==> config.mk <==
export PLATFORM = sky130hd
export DESIGN_NAME = pong_match_ctrl
export DESIGN_NICKNAME = d
export VERILOG_FILES = /design/src/rtl/pong_match_ctrl.sv
export SDC_FILE = /design/constraint.sdc
export NUM_CORES = 1
export LEC_CHECK = 0
export CORE_MARGIN = 3
export CORE_UTILIZATION = 25
export DETAILED_ROUTE_END_ITERATION = 12
export GPL_ROUTABILITY_DRIVEN = 0
export SLEW_MARGIN = 15
export SYNTH_ARGS = -nofsm -noshare
export SYNTH_HDL_FRONTEND = slang
export SYNTH_SLANG_ARGS = --single-unit
==> constraint.sdc <==
create_clock -name vga_clk -period 4 [get_ports vga_clk]
set_input_delay 1 -clock vga_clk [delete_from_list [all_inputs] [get_ports vga_clk]]
set_output_delay 1 -clock vga_clk [all_outputs]
set_load 0.01 [all_outputs]
==> src/rtl/pong_match_ctrl.sv <==
// Match sequencer for the pong ball datapath: game state, serve timing, rally speed and scores.
// Optional feature: define PONG_AUTO_RESTART_EN to restart a finished match automatically while start is held.
module pong_match_ctrl #(
    parameter int unsigned WIN_SCORE = 3,
    parameter int unsigned SERVE_DLY = 25_000_000,
    parameter int unsigned HITS_FAST = 4,
    parameter int unsigned CNT_W     = 26
) (
    input  logic       vga_clk,
    input  logic       sys_rst,
    input  logic       start,
    input  logic       paddle_hit,
    input  logic       point_left,
    input  logic       point_right,
    output logic       ball_run,
    output logic       fast_mode,
    output logic [3:0] score_l,
    output logic [3:0] score_r,
    output logic       game_over,
    output logic [1:0] winner,
    output logic [2:0] state
);

    localparam logic [2:0] IDLE  = 3'd0;
    localparam logic [2:0] SERVE = 3'd1;
    localparam logic [2:0] RALLY = 3'd2;
    localparam logic [2:0] POINT = 3'd3;
    localparam logic [2:0] OVER  = 3'd4;

    localparam int unsigned    HIT_W    = (HITS_FAST < 2) ? 1 : $clog2(HITS_FAST + 1);
    localparam logic [HIT_W-1:0] HIT_MAX  = HIT_W'(HITS_FAST);
    localparam logic [CNT_W-1:0] DLY_LAST = CNT_W'(SERVE_DLY - 1);
    localparam logic [3:0]       WIN      = 4'(WIN_SCORE);

    logic             start_q;
    logic             start_rise;
    logic [CNT_W-1:0] dly_cnt;
    logic [HIT_W-1:0] hit_cnt;

    logic [2:0]       nxt_state;
    logic [CNT_W-1:0] nxt_cnt;
    logic [HIT_W-1:0] nxt_hit;
    logic             nxt_fast;
    logic [3:0]       nxt_sl;
    logic [3:0]       nxt_sr;
    logic             nxt_over;
    logic [1:0]       nxt_win;
    logic             new_match;
`ifdef PONG_AUTO_RESTART_EN
    logic [1:0]       lap_cnt;
    logic [1:0]       nxt_lap;
`endif

    assign start_rise = start & ~start_q;

    always_comb begin
        nxt_state = state;
        nxt_cnt   = dly_cnt;
        nxt_hit   = hit_cnt;
        nxt_fast  = fast_mode;
        nxt_sl    = score_l;
        nxt_sr    = score_r;
        nxt_over  = game_over;
        nxt_win   = winner;
        new_match = 1'b0;
`ifdef PONG_AUTO_RESTART_EN
        nxt_lap   = lap_cnt;
`endif
        case (state)
            IDLE: begin
                if (start_rise) begin
                    new_match = 1'b1;
                end
            end
            SERVE: begin
                if (!start) begin
                    nxt_state = IDLE;
                end else if (dly_cnt == DLY_LAST) begin
                    nxt_state = RALLY;
                    nxt_cnt   = '0;
                end else begin
                    nxt_cnt = dly_cnt + CNT_W'(1);
                end
            end
            RALLY: begin
                if (!start) begin
                    nxt_state = IDLE;
                end else if (point_left && point_right) begin
                    nxt_state = SERVE;
                    nxt_cnt   = '0;
                    nxt_hit   = '0;
                    nxt_fast  = 1'b0;
                end else if (point_left) begin
                    nxt_sr    = score_r + 4'd1;
                    nxt_state = POINT;
                end else if (point_right) begin
                    nxt_sl    = score_l + 4'd1;
                    nxt_state = POINT;
                end else begin
                    // fast_mode trails the hit count by one cycle
                    nxt_fast = (hit_cnt == HIT_MAX);
                    if (paddle_hit && (hit_cnt != HIT_MAX)) begin
                        nxt_hit = hit_cnt + HIT_W'(1);
                    end
                end
            end
            POINT: begin
                nxt_hit  = '0;
                nxt_fast = 1'b0;
                nxt_cnt  = '0;
`ifdef PONG_AUTO_RESTART_EN
                nxt_lap  = '0;
`endif
                if (!start) begin
                    nxt_state = IDLE;
                end else if (score_l == WIN) begin
                    nxt_win   = 2'b01;
                    nxt_over  = 1'b1;
                    nxt_state = OVER;
                end else if (score_r == WIN) begin
                    nxt_win   = 2'b10;
                    nxt_over  = 1'b1;
                    nxt_state = OVER;
                end else begin
                    nxt_state = SERVE;
                end
            end
            OVER: begin
                if (start_rise) begin
                    new_match = 1'b1;
                end else if (!start) begin
                    nxt_state = IDLE;
`ifdef PONG_AUTO_RESTART_EN
                // 4*SERVE_DLY is counted as four laps of the serve counter so it fits in CNT_W bits
                end else if (dly_cnt == DLY_LAST) begin
                    nxt_cnt = '0;
                    if (lap_cnt == 2'd3) begin
                        new_match = 1'b1;
                    end else begin
                        nxt_lap = lap_cnt + 2'd1;
                    end
                end else begin
                    nxt_cnt = dly_cnt + CNT_W'(1);
`endif
                end
            end
            default: begin
                nxt_state = IDLE;
            end
        endcase

        if (new_match) begin
            nxt_state = SERVE;
            nxt_cnt   = '0;
            nxt_hit   = '0;
            nxt_fast  = 1'b0;
            nxt_sl    = '0;
            nxt_sr    = '0;
            nxt_over  = 1'b0;
            nxt_win   = '0;
`ifdef PONG_AUTO_RESTART_EN
            nxt_lap   = '0;
`endif
        end

        if (nxt_state == IDLE) begin
            nxt_cnt  = '0;
            nxt_hit  = '0;
            nxt_fast = 1'b0;
        end
    end

    always_ff @(posedge vga_clk or posedge sys_rst) begin
        if (sys_rst) begin
            start_q   <= 1'b0;
            state     <= IDLE;
            dly_cnt   <= '0;
            hit_cnt   <= '0;
            ball_run  <= 1'b0;
            fast_mode <= 1'b0;
            score_l   <= '0;
            score_r   <= '0;
            game_over <= 1'b0;
            winner    <= '0;
`ifdef PONG_AUTO_RESTART_EN
            lap_cnt   <= '0;
`endif
        end else begin
            start_q   <= start;
            state     <= nxt_state;
            dly_cnt   <= nxt_cnt;
            hit_cnt   <= nxt_hit;
            ball_run  <= (nxt_state == RALLY);
            fast_mode <= nxt_fast;
            score_l   <= nxt_sl;
            score_r   <= nxt_sr;
            game_over <= nxt_over;
            winner    <= nxt_win;
`ifdef PONG_AUTO_RESTART_EN
            lap_cnt   <= nxt_lap;
`endif
        end
    end

endmodule
==> run metrics <==
Via density between 5 and 6; delay-heaviest family, CP simple AND/OR/NAND/NOR gates; Period Utilization, post-route approximately 70%; Top FF cell, synth dfrtp_1; port buffer count 21; worst hold margin approximately 0.52 ns; Syn Area/Cell 9.17 sq um; vias in the first global route 2074; DIE AREA between 10000 and 15000 sq um; postcts setup bufs 0; post-synthesis mux area share 2.08%; area of the mapped netlist around 2500 sq um; R2R depth 6; Hold Vio Cnt, Final 0; post-synthesis net count 287; TNS Setup 0 ns; post-cts gate resize count 0; max_slew headroom ~34%; critical path type primary input to flip-flop; top post-synthesis cells by area dfrtp_1 45%, nand3_1 4.9%, nand2_1 4.4%, a21oi_1 3.4%, nor2_1 3.3%; post-synthesis simple-gate area fraction 27.5%; FF+latch count, synth 46; DR DRC count 0; MaxCap Viol Count 0; placed cell area 2910 sq um; # rows 36; Buf+Inv Stages, Crit Path 1; Setup-failing EPs final 0; status finished, final reports clean; largest net degree at the start of global routing 47; Synth Area in XOR/XNOR under 10%; CP Launch Type primary input; WHS Endpoint game_over; total track usage 10.6%; Slew @ Worst Pin 0.987 ns; Die Span X 107 um; Synth Instances about 280; Final min period 2.81 ns; YS warnings 0; TritonRoute pass-1 iters 4; H-tree Lvls 2; first-pass GRT wire length around 10 mm; Hold Path Origin game_over; fin area around 3000 sq um; RR Endpoint dly_cnt[24]; reg2reg start dly_cnt[8]; reg2reg setup slack approximately 1.8 ns; Starting DRT DRC Count 186; hpwl dp 4.10 mm; Yosys top cell by area dfrtp_1; clk_lat worst skew roughly 0.3 ns; EDFF count, synth 0; worst-path cell with the longest stage delay clkdlybuf4s50_1; Leak 1.22 nW; gr ovfl total 0; peak supply drop between 100 and 150 uV; diode count 0; core area 9820 sq um; worst-case clock buffer depth 2; Total Power approximately 830 uW; compound-gate portion of the synthesized area between 10% and 20%; DR vias 2193; Worst Skew around 0.0074 ns; Num CTS Buffers 5; initial antenna violation count 0; Hold-fix buffers, CTS 0; remaining antenna violation count after routing 0; CTS tree yes; RSZ-0062 raised after global routing false; share of the synthesized area in the top cell type approximately 45%; Min-Delay Path Depth 2; final WL slightly below 6 mm; share of cells above drive strength 1 7.95%; Avg WL per Cell roughly 14 um; Yosys cell types 52; io pins 22; Synth Area in Adders ~2.5%; P&R area growth vs syn 18.7%; Crit path required time 4.23 ns; critical path endpoint category flip-flop; Worst Path Arrival between 3 and 4 ns; Die Height ~110 um; ys async rst share 100%; max incr delay on CP 0.69 ns; Sink Count 46; cells along the critical path clkdlybuf4s50_1 > nand2b_1 > or2_1 > a21o_1 > or4_1 > o211ai_1; largest family of logic cells by synthesized area simple AND/OR/NAND/NOR gates; Final Core Density a little under a third; power density cells 276 nW/um^2; root buf cell clkbuf_8; Max Freq approximately 360 MHz; final max-slew violation count 0; Worst Path Max Fanout 11; Final #Nets roughly 310; Worst-path clk slew ~0.090 ns; Hold Path Class flip-flop to flip-flop; sequential element share of the synthesized area between 40% and 50%; Initial Util between 20 and 30%
==> where the power goes <==
part | switching [mW] | internal (mW)
Clock | 0.161 | 0.140
Combinational | 0.0367 | 0.0192
Sequential | 0.00557 | 0.468
Total | 0.203 | 0.627
==> worst max-delay path by stage <==
| stage | start | endpoint | slack (ns) | cells past startpoint |
|---|---|---|---|---|
| after floorplan | start | dly_cnt[19] | 1.51 | 6 |
| after global placement | start | dly_cnt[18] | 0.92 | 6 |
| after detailed placement | start | dly_cnt[19] | 0.89 | 6 |
| after CTS | start | dly_cnt[19] | 1.21 | 6 |
| after global routing | start | dly_cnt[19] | 1.12 | 6 |
| final | start | dly_cnt[19] | 1.19 | 6 |
==> worst reg2reg max path, delay by kind of cell, from the launching register on <==
kind / cells / cell delay [ns]
and+or+nand+nor: 3 / 1.10
DFF: 1 / 0.43
AOI/OAI and AO/OA: 2 / 0.36
buffers and inverters: 1 / 0.21
==> cell families after synthesis <==
family,after synthesis
AOI/OAI and AO/OA,70
DFF,46
adders and majority gates,5
muxes,5
and+or+nand+nor,128
buffers and inverters,16
xor gates and xnor gates,6
==> cell usage after synthesis, drive strengths merged, types with 4 or more instances <==
cell    instances
nand4           8
nor4            4
dfrtp          46
or2             4
nand3          25
xor2            6
and3            4
nand2          30
nor3            5
nand2b          4
o211ai          5
ha              5
or3             5
nor2           22
inv             8
o21ai          13
a21oi          18
a21o            5
clkbuf          7
a31oi          11
==> state kept, by name (all words and copies together), names as in the netlist <==
name and cells:
dly_cnt 26, score_l 4, score_r 4, hit_cnt 3, state 3, winner 2, ball_run 1, fast_mode 1
game_over 1, start_q 1
==> placed cells by master (no fill, tap or decap), types with 3 or more instances in the layout <==
master           count
a21oi_1             17
inv_1                7
xor2_1               6
o21ai_0             13
nor2_1              22
nand3b_1             3
a22o_1               3
mux2i_1              3
ha_1                 5
nor3_1               4
nand4_1              7
clkdlybuf4s50_1     21
o211ai_1             5
a31oi_1             11
or3_1                5
dfrtp_1             46
nand3_1             25
nand2_1             30
buf_4                5
or2_2                3
clkbuf_8             6
or4_1                3
and3_1               4
nand2b_1             4
a21o_1               5
==> stage by stage <==
stage / std cells / worst slack [ns]
floorplan: 276 / 1.51
global placement: 427 / 0.917
detailed placement: 427 / 0.893
CTS: 435 / 1.21
global route: 435 / 1.12
finish: 435 / 1.19
==> area by class of cell <==
type,count,area [sq um]
fill,1045,6820
multi-input combinational,214,1320
sequential,46,1150
timing repair buffer,26,248
tap,133,166
clock buffer,7,86.3
inverter,8,30.0
clock inverter,1,5.00
==> per-layer routing <==
layer  GRT usage [%]  routed length (um)  vias to the layer above
met2            16.9                2690                       39
met1            14.3                2830                     1068
met5               0                   0                        -
met4            3.93                 104                        0
met3            2.35                 251                        9
li1                -                   -                     1077
No activity file was read; power rests on OpenSTA's default activity.
